[config.mk]
export PLATFORM = sky130hd
export DESIGN_NAME = instr_fetch_unit
export DESIGN_NICKNAME = d
export VERILOG_FILES = /design/src/rtl/instr_fetch_unit.sv
export SDC_FILE = /design/constraint.sdc
export NUM_CORES = 1
export LEC_CHECK = 0
export ABC_AREA = 1
export BUFFER_PORTS_ARGS = -buffer_cell sky130_fd_sc_hd__buf_4
export CELL_PAD_IN_SITES_DETAIL_PLACEMENT = 0
export CELL_PAD_IN_SITES_GLOBAL_PLACEMENT = 1
export CORE_AREA = 4 4 118 120
export DETAILED_ROUTE_END_ITERATION = 7
export DIE_AREA = 0 0 122 124
export GPL_TIMING_DRIVEN = 0
export HOLD_SLACK_MARGIN = 0.06
export PLACE_DENSITY_LB_ADDON = 0.05
export SLEW_MARGIN = 20
export SYNTH_ARGS = -nofsm -noshare
export SYNTH_HDL_FRONTEND = slang
export SYNTH_SLANG_ARGS = --single-unit
[constraint.sdc]
create_clock -name clk -period 3.9 [get_ports clk]
set_input_delay 0.195 -clock clk [delete_from_list [all_inputs] [get_ports clk]]
set_output_delay 0.195 -clock clk [all_outputs]
set_load 0.01 [all_outputs]
[src/rtl/instr_fetch_unit.sv]
// Instruction fetch unit for the MIPS datapath.
// Owns the PC and issues one instruction-memory request at a time over a
// valid/ready channel. Each returned word is held, together with its PC, on a
// valid/ready output toward decode. A branch/jump redirect takes priority over
// every other event. If a request is still in flight when the redirect arrives,
// its response is drained and discarded.
module instr_fetch_unit #(
  parameter logic [31:0] RESET_PC = 32'h0040_0000
) (
  input  logic        clk,
  input  logic        reset,
  output logic        imem_req_valid,
  input  logic        imem_req_ready,
  output logic [31:0] imem_req_addr,
  input  logic        imem_resp_valid,
  input  logic [31:0] imem_resp_data,
  output logic        instr_valid,
  input  logic        instr_ready,
  output logic [31:0] instruction,
  output logic [31:0] instr_pc,
  input  logic        redirect_valid,
  input  logic [31:0] redirect_pc,
  output logic        busy
);

  // IDLE : one-cycle start-up after reset
  // REQ  : presenting a request for the word at pc
  // WAIT : request accepted, its response will be used
  // DRAIN: request accepted but made stale by a redirect, response is dropped
  // HOLD : word presented downstream, waiting for it to be consumed
  localparam logic [2:0] S_IDLE  = 3'd0;
  localparam logic [2:0] S_REQ   = 3'd1;
  localparam logic [2:0] S_WAIT  = 3'd2;
  localparam logic [2:0] S_DRAIN = 3'd3;
  localparam logic [2:0] S_HOLD  = 3'd4;

  // Word-align any address; instruction fetches are always 4-byte aligned.
  function automatic logic [31:0] f_align(input logic [31:0] a);
    return a & 32'hFFFF_FFFC;
  endfunction

  // Sequential PC step; the 32-bit add wraps 0xFFFFFFFC to 0x00000000.
  function automatic logic [31:0] f_pc_inc(input logic [31:0] a);
    return a + 32'd4;
  endfunction

  localparam logic [31:0] RESET_PC_A = f_align(RESET_PC);

  logic [2:0]  r_state;
  logic [31:0] r_pc;
  logic [31:0] r_instr;
  logic [31:0] r_instr_pc;

  logic [2:0]  w_state_nxt;
  logic [31:0] w_pc_nxt;
  logic        w_load_instr;
  logic        w_req_hs;
  logic [31:0] w_redirect_pc;

  assign w_req_hs      = (r_state == S_REQ) && imem_req_ready;
  assign w_redirect_pc = f_align(redirect_pc);

  // Next-state and next-PC selection; a redirect overrides the PC choice of every state.
  always_comb begin
    w_state_nxt  = r_state;
    w_pc_nxt     = r_pc;
    w_load_instr = 1'b0;
    case (r_state)
      S_IDLE: begin
        w_state_nxt = S_REQ;
      end
      S_REQ: begin
        // A request accepted in the same cycle as a redirect is already stale.
        if (w_req_hs) begin
          w_state_nxt = redirect_valid ? S_DRAIN : S_WAIT;
        end
      end
      S_WAIT: begin
        if (redirect_valid) begin
          // A response arriving with the redirect is simply not captured.
          w_state_nxt = imem_resp_valid ? S_REQ : S_DRAIN;
        end else if (imem_resp_valid) begin
          w_load_instr = 1'b1;
          w_state_nxt  = S_HOLD;
        end
      end
      S_DRAIN: begin
        if (imem_resp_valid) begin
          w_state_nxt = S_REQ;
        end
      end
      S_HOLD: begin
        if (redirect_valid) begin
          w_state_nxt = S_REQ;
        end else if (instr_ready) begin
          w_pc_nxt    = f_pc_inc(r_pc);
          w_state_nxt = S_REQ;
        end
      end
      default: begin
        w_state_nxt = S_IDLE;
      end
    endcase
    if (redirect_valid) begin
      w_pc_nxt = w_redirect_pc;
    end
  end

  // Control state and PC registers.
  always_ff @(posedge clk or posedge reset) begin
    if (reset) begin
      r_state <= S_IDLE;
      r_pc    <= RESET_PC_A;
    end else begin
      r_state <= w_state_nxt;
      r_pc    <= w_pc_nxt;
    end
  end

  // Capture the returned word with the PC it was fetched from; held stable through HOLD.
  always_ff @(posedge clk or posedge reset) begin
    if (reset) begin
      r_instr    <= 32'd0;
      r_instr_pc <= 32'd0;
    end else if (w_load_instr) begin
      r_instr    <= imem_resp_data;
      r_instr_pc <= r_pc;
    end
  end

  // All outputs come straight from registers, so there is no combinational
  // path from instr_ready or redirect_valid to any output.
  assign imem_req_valid = (r_state == S_REQ);
  assign imem_req_addr  = r_pc;
  assign busy           = (r_state == S_WAIT) || (r_state == S_DRAIN);
  assign instr_valid    = (r_state == S_HOLD);
  assign instruction    = r_instr;
  assign instr_pc       = r_instr_pc;

endmodule

# ---- Yosys cells after proc, flatten, opt, wreduce, memory -nomap -nowiden
# Cells that the tools add are included.
dict set report totals {
  elab_cells 35
  ram_bits 0
  output_inout_bits 99
  reg_bits 99
  latchBits 0
  memories 0
  romBits 0
  in_bits 70
}
dict set report op_classes {
  n_bitwise 0
  n_eq_ne 8
  multipliers 0
  mux 15
  add_sub_neg 1
  div 0
  n_lt_le_gt_ge 0
  n_reduce_logical 7
  shifts 0
}
# operator n
set ops {}
lappend ops {{32-bit 2-to-1 mux} 3}
lappend ops {{32-bit by 3-bit adder with 32-bit output, second input constant} 1}
lappend ops {{3-bit 2-to-1 mux} 6}
lappend ops {{3-bit case mux with 5 select lines} 1}
lappend ops {{3-bit by 2-bit equality test with 1-bit output, second input constant} 2}
lappend ops {{1-bit 2-to-1 mux} 4}
lappend ops {{4-bit AND reduction} 1}
lappend ops {{2-bit nonzero test} 2}
lappend ops {{3-bit by 1-bit equality test with 1-bit output, second input constant} 1}
lappend ops {{3-bit equality test, second input constant} 1}
lappend ops {{3-bit logical NOT} 1}
lappend ops {{3-bit by 1-bit inequality test with 1-bit output, second input constant} 1}
lappend ops {{3-bit inequality test, second input constant} 1}
lappend ops {{2-bit 2-to-1 mux} 1}
lappend ops {{2-bit by 1-bit inequality test with 1-bit output, second input constant} 1}
lappend ops {{2-bit inequality test, second input constant} 1}
lappend ops {{2-bit AND reduction} 1}
lappend ops {{1-bit logical AND} 1}
lappend ops {{1-bit logical OR} 1}

# ---- Logic depth before layout (Yosys ltp)
dict set report depth {
  word_depth 4
  ltp_mapped 10
  mapped_depth_nobuf 10
}

# ---- Worst setup path before layout
# No wires, ideal clock.
dict set report synth_path {
  path_type {register to register}
  start {register r_pc[3] (netlist: imem_req_addr[3])}
  end {register r_pc[30] (netlist: imem_req_addr[30])}
  t_arrival_ns 1.427
  synth_period_minus_slack_ns 1.543
  path_stages_with_launch 11
  required_ns 3.784
  slack_ns 2.357
  setup_time_ns 0.116
  path_buffers 0
  cell_sequence {dfrtp_1 > ha_1 > nand2_1 > nor2_4 > nand2_1 > nor2_1 > nand2_1 > nand2_1 > nand3_1 > nand2_1 > nand2_1}
}
dict set report synth_between {
  elab_chain_cells 4
}
# item line
set synth_rtl {}
lappend synth_rtl {{start, declared} 50} ;# logic [31:0] r_pc;
lappend synth_rtl {{start signal, assigned} 116} ;# r_pc <= w_pc_nxt;
lappend synth_rtl {{32-bit by 3-bit adder with 32-bit output} 44} ;# return a + 32'd4;
lappend synth_rtl {{32-bit 2-to-1 mux} 95} ;# end else if (instr_ready) begin
lappend synth_rtl {{32-bit 2-to-1 mux} 68} ;# case (r_state)
lappend synth_rtl {{32-bit 2-to-1 mux} 104} ;# if (redirect_valid) begin
# No other way between the ends. The select of a mux whose other input is x is not followed.
# A chain may end at the register's enable or synchronous reset.

# ---- Worst setup path after layout
# Same ends and word-level chain as after synthesis.

==> summary.md <==
| Metric | Value |
|---|---|
| Run status | complete, no violations |
| Share of total power in combinational logic | 0.387 |
| Max H-tree Level | 3 |
| Total die area | 0.0151 sq mm |
| Adder and majority cell fraction of the synthesized area | 0.00255 |
| Final setup viols | 0 |
| Cell row count | 42 |
| Switching power of the nets | around 0.0013 W |
| Synthesized-area fraction occupied by and/or/nand/nor cells | 0.244 |
| Most repeated library cell on the critical path | sky130_fd_sc_hd__nand2_1 |
| Routed vias | between 4000 and 5000 |
| Crit path launch type | register |
| Async set or reset register ratio after synthesis | 1.00 |
| Cell types with the largest area share after synthesis | sky130_fd_sc_hd__dfrtp_1 48%, sky130_fd_sc_hd__nand2_1 13%, sky130_fd_sc_hd__mux2_4 10% |
| Ratio of total power to cell area | around 610 mW/mm^2 |
| Switching Share | 0.331 |
| Number of storage elements in the synthesis netlist | 95 |
| Count of pins on the block boundary | about 170 |
| Share of power burned in the clock network | 0.221 |
| Post-synth top flop | sky130_fd_sc_hd__dfrtp_1 |
| CP Cell Sequence | ha_1 -> nand2_1 -> nor2_4 -> nand2_1 -> nor2_1 -> nand2_1 -> nand2_1 -> nand3_1 -> nand2_1 -> nand2_1 |
| Required @ worst endpoint | 4140 ps |
| GRT Total Usage | 0.203 |
| Total Negative Setup Slacks | 0 ps |
| Buffers on Ports | between 150 and 200 |
| Unique cell type count in the Yosys netlist | 28 |
| Share of synthesized area spent on multiplexers | 0.103 |
| Die height | ~120 um |
| RSZ-0062 raised after global routing | no |
| Final period utilization | 0.467 |
| Max Cap Violations | 0 |
| Fmax | around 550 MHz |
| Fraction of synthesized cell area in xor and xnor cells | 0 |
| Family with the most delay on the worst path | simple AND/OR/NAND/NOR gates |
| Internal power contribution | between 0.002 and 0.003 W |
| Clock insertion delay at the later pin of the skew report | approximately 340 ps |
| Starting density of the core | 0.378 |
| Cell with the biggest individual delay on the critical path | sky130_fd_sc_hd__dfrtp_1 |
| Endpoint type of the worst setup path | register |
| Clock slew seen by the registers of the worst setup and hold paths | approximately 70 ps |
| Synthesized-area fraction occupied by ao, oa, aoi and oai cells | 0.0920 |
| Fraction of synthesized cell area taken by the top area cell type | 0.479 |
| Count of cells resized by post-cts repair | 0 |
| Arr. time, crit path | 2060 ps |
| DRC violation total after the first TritonRoute iteration | about 300 |
| Post-route clock skew | 5.73 ps |
| Area growth, synth to finish | 36.2% |
| Initial antenna violation count | 0 |
| Normalized max-slew margin | 0.597 |
| Pin count of the biggest net entering global routing | 73 |
| Final critical path time including I/O delays and setup | 1820 ps |
| Worst Tran Pin Value | 604 ps |
| Most frequent cell after synthesis | sky130_fd_sc_hd__nand2_1 |
| Post-synthesis instance area | just under 0.005 sq mm |
| Clock buffers created by TritonCTS | 9 |
| Global-route wire length before repair | ~24000 um |
| Wire length after detailed routing | roughly 15000 um |
| Share of final-layout standard cells stronger than drive strength 1 | 0.311 |
| Hold path cells | 2 |
| Antenna Nets Post-Route | 0 |
| Cells on worst reg2reg path | 10 |
| Worst supply voltage drop on vdd | between 0.0002 and 0.0003 V |
| CTS tree | done |
| Number of warning messages in the yosys log | 0 |
| Via count of the first global-routing pass | between 4000 and 5000 |
| Top post-synthesis cells by count | 171 x sky130_fd_sc_hd__nand2_1, 94 x sky130_fd_sc_hd__dfrtp_1, 71 x sky130_fd_sc_hd__nor2_1 |
| Final design utilization | 0.515 |
| Category of the critical setup timing path | register to register |
| Share of total power in sequential cells | 0.392 |
| Antenna fix cells | 0 |
| Buffer depth of the longest clock path | 2 |
| Max-slew violation total from the final report | 0 |
| Number of standard cells after synthesis | 580 |
| Routed wire length per instance | roughly 16 um |
| Cell type with the highest aggregate area in the netlist | sky130_fd_sc_hd__dfrtp_1 |
| Cell at the root of the clock tree | sky130_fd_sc_hd__clkbuf_16 |
| Core area | 0.0130 sq mm |
| Number of synthesized flops with an enable pin | 0 |
| Cell leakage power | 3.47 nW |
| Largest driver fanout on the critical path | 7 |
| Final Wtd Congestion | a little under 0.8 |
| Worst path buffer plus inverter count | 0 |
| Final HPWL DP | 11200 um |
| Final #Nets | 828 |
| Average via count per standard cell | approximately 4.8 |
| Horizontal die dimension | approximately 120 um |
| Total congestion overflow | 0 |
| Final Hold Vio Count | 0 |
| Mean instance size in the synthesized netlist | ~8.5 sq um |
| CTS sink count | 95 |
| Biggest cell delay along the critical path | 440 ps |
| DRC viols | 0 |
| Sequential element share of the synthesized area | 0.485 |
| Class of the tightest hold or removal check | input pin to register |
| Drt first pass iters | 5 |
| Main combinational cell family by area after synthesis | simple AND/OR/NAND/NOR gates |
| Critical Path Stages | 10 |
[final timing paths]
kind	slack, ps	from	end
hold / removal	70	imem_resp_data[18]	instruction[18]
setup / recovery	2080	imem_req_addr[3]	imem_req_addr[30]
max in group asynchronous	2860	reset	imem_req_addr[22]
hold reg to reg	490	instr_pc[21]	instr_pc[21]
min in group asynchronous	360	reset	instruction[14]
setup reg to reg	2080	imem_req_addr[3]	imem_req_addr[30]
[through the flow]
step	total power, W	setup slack (ps)	instances	area (sq um)	hold WS (ps)
after global routing	0.00434	1800	938	6690	63.2
final	0.00407	2080	938	6690	74.5
after detailed placement	0.00320	2080	921	6380	167
after floorplan	0.00239	1230	583	4920	344
after global placement	0.00317	6.37	920	6350	429
after CTS	0.00412	2070	938	6690	63.8
[timing repair]
action	4_1_cts	5_1_grt
hold buffers	1	0
hold endpoints to repair	23	0
buffers inserted	0	0
[layout make-up]
cell class / count / area [sq um]
well taps: 176 / 220
repair buffers: 163 / 1250
flip-flops and latches: 95 / 2380
clock inverters: 6 / 67.6
clock buffers: 10 / 229
multi-input cells: 412 / 2180
plain buffers: 25 / 163
fillers: 1295 / 6290
inverters: 51 / 199
[cell usage in the layout (no fill, tap or decap), types with 2 or more instances in the layout]
master                         n
sky130_fd_sc_hd__nand2_1     171
sky130_fd_sc_hd__buf_4       166
sky130_fd_sc_hd__dfrtp_1      94
sky130_fd_sc_hd__nor2_1       71
sky130_fd_sc_hd__o21ai_0      48
sky130_fd_sc_hd__inv_1        48
sky130_fd_sc_hd__nand3_1      34
sky130_fd_sc_hd__mux2_4       33
sky130_fd_sc_hd__a21oi_1      21
sky130_fd_sc_hd__clkbuf_1     11
sky130_fd_sc_hd__clkbuf_16     9
sky130_fd_sc_hd__o211ai_1      8
sky130_fd_sc_hd__buf_6         6
sky130_fd_sc_hd__buf_2         4
sky130_fd_sc_hd__nor2_4        4
sky130_fd_sc_hd__and2_1        4
sky130_fd_sc_hd__conb_1        4
sky130_fd_sc_hd__a31oi_1       3
sky130_fd_sc_hd__inv_6         3
sky130_fd_sc_hd__o22ai_1       2
sky130_fd_sc_hd__a211oi_1      2
sky130_fd_sc_hd__nor3_1        2
sky130_fd_sc_hd__clkinvlp_4    2
[kinds of logic (layout without fill, tap and decap cells)]
kind of cell,Yosys count,after routing
compound gates,84,84
fa+ha+maj,1,1
buf+inv,76,255
flops,95,95
mux,34,34
other cells,1,4
simple gates,289,289
[worst reg2reg max path, delay by kind of cell (launching register included)]
family / cells / cell delay [ps]
flops: 1 / 440
simple gates: 9 / 1040
fa+ha+maj: 1 / 230
[per-layer routing]
layer | up-vias | track usage | share of wire
met2 | 143 | 0.318 | 0.46
met4 | 0 | 0.0497 | 0.0080
li1 | 2211 | - | -
met1 | 2137 | 0.282 | 0.46
met5 | - | 0 | 0
met3 | 8 | 0.0509 | 0.077
[sequential cells by signal (all words and copies together) (netlist names)]
name	count
instr_pc	30
r_state	3
instruction	32
imem_req_addr	30
[power by group through the flow]
stage	Combinational, W	Sequential, W	Clock [W]
2_1_floorplan	0.000647	0.00175	0
3_3_place_gp	0.00158	0.00159	0
3_5_place_dp	0.00159	0.00161	0
4_1_cts	0.00160	0.00160	0.000923
5_1_grt	0.00173	0.00165	0.000968
6_report	0.00158	0.00159	0.000898
Note: power is estimated with default switching activity, not from simulation.
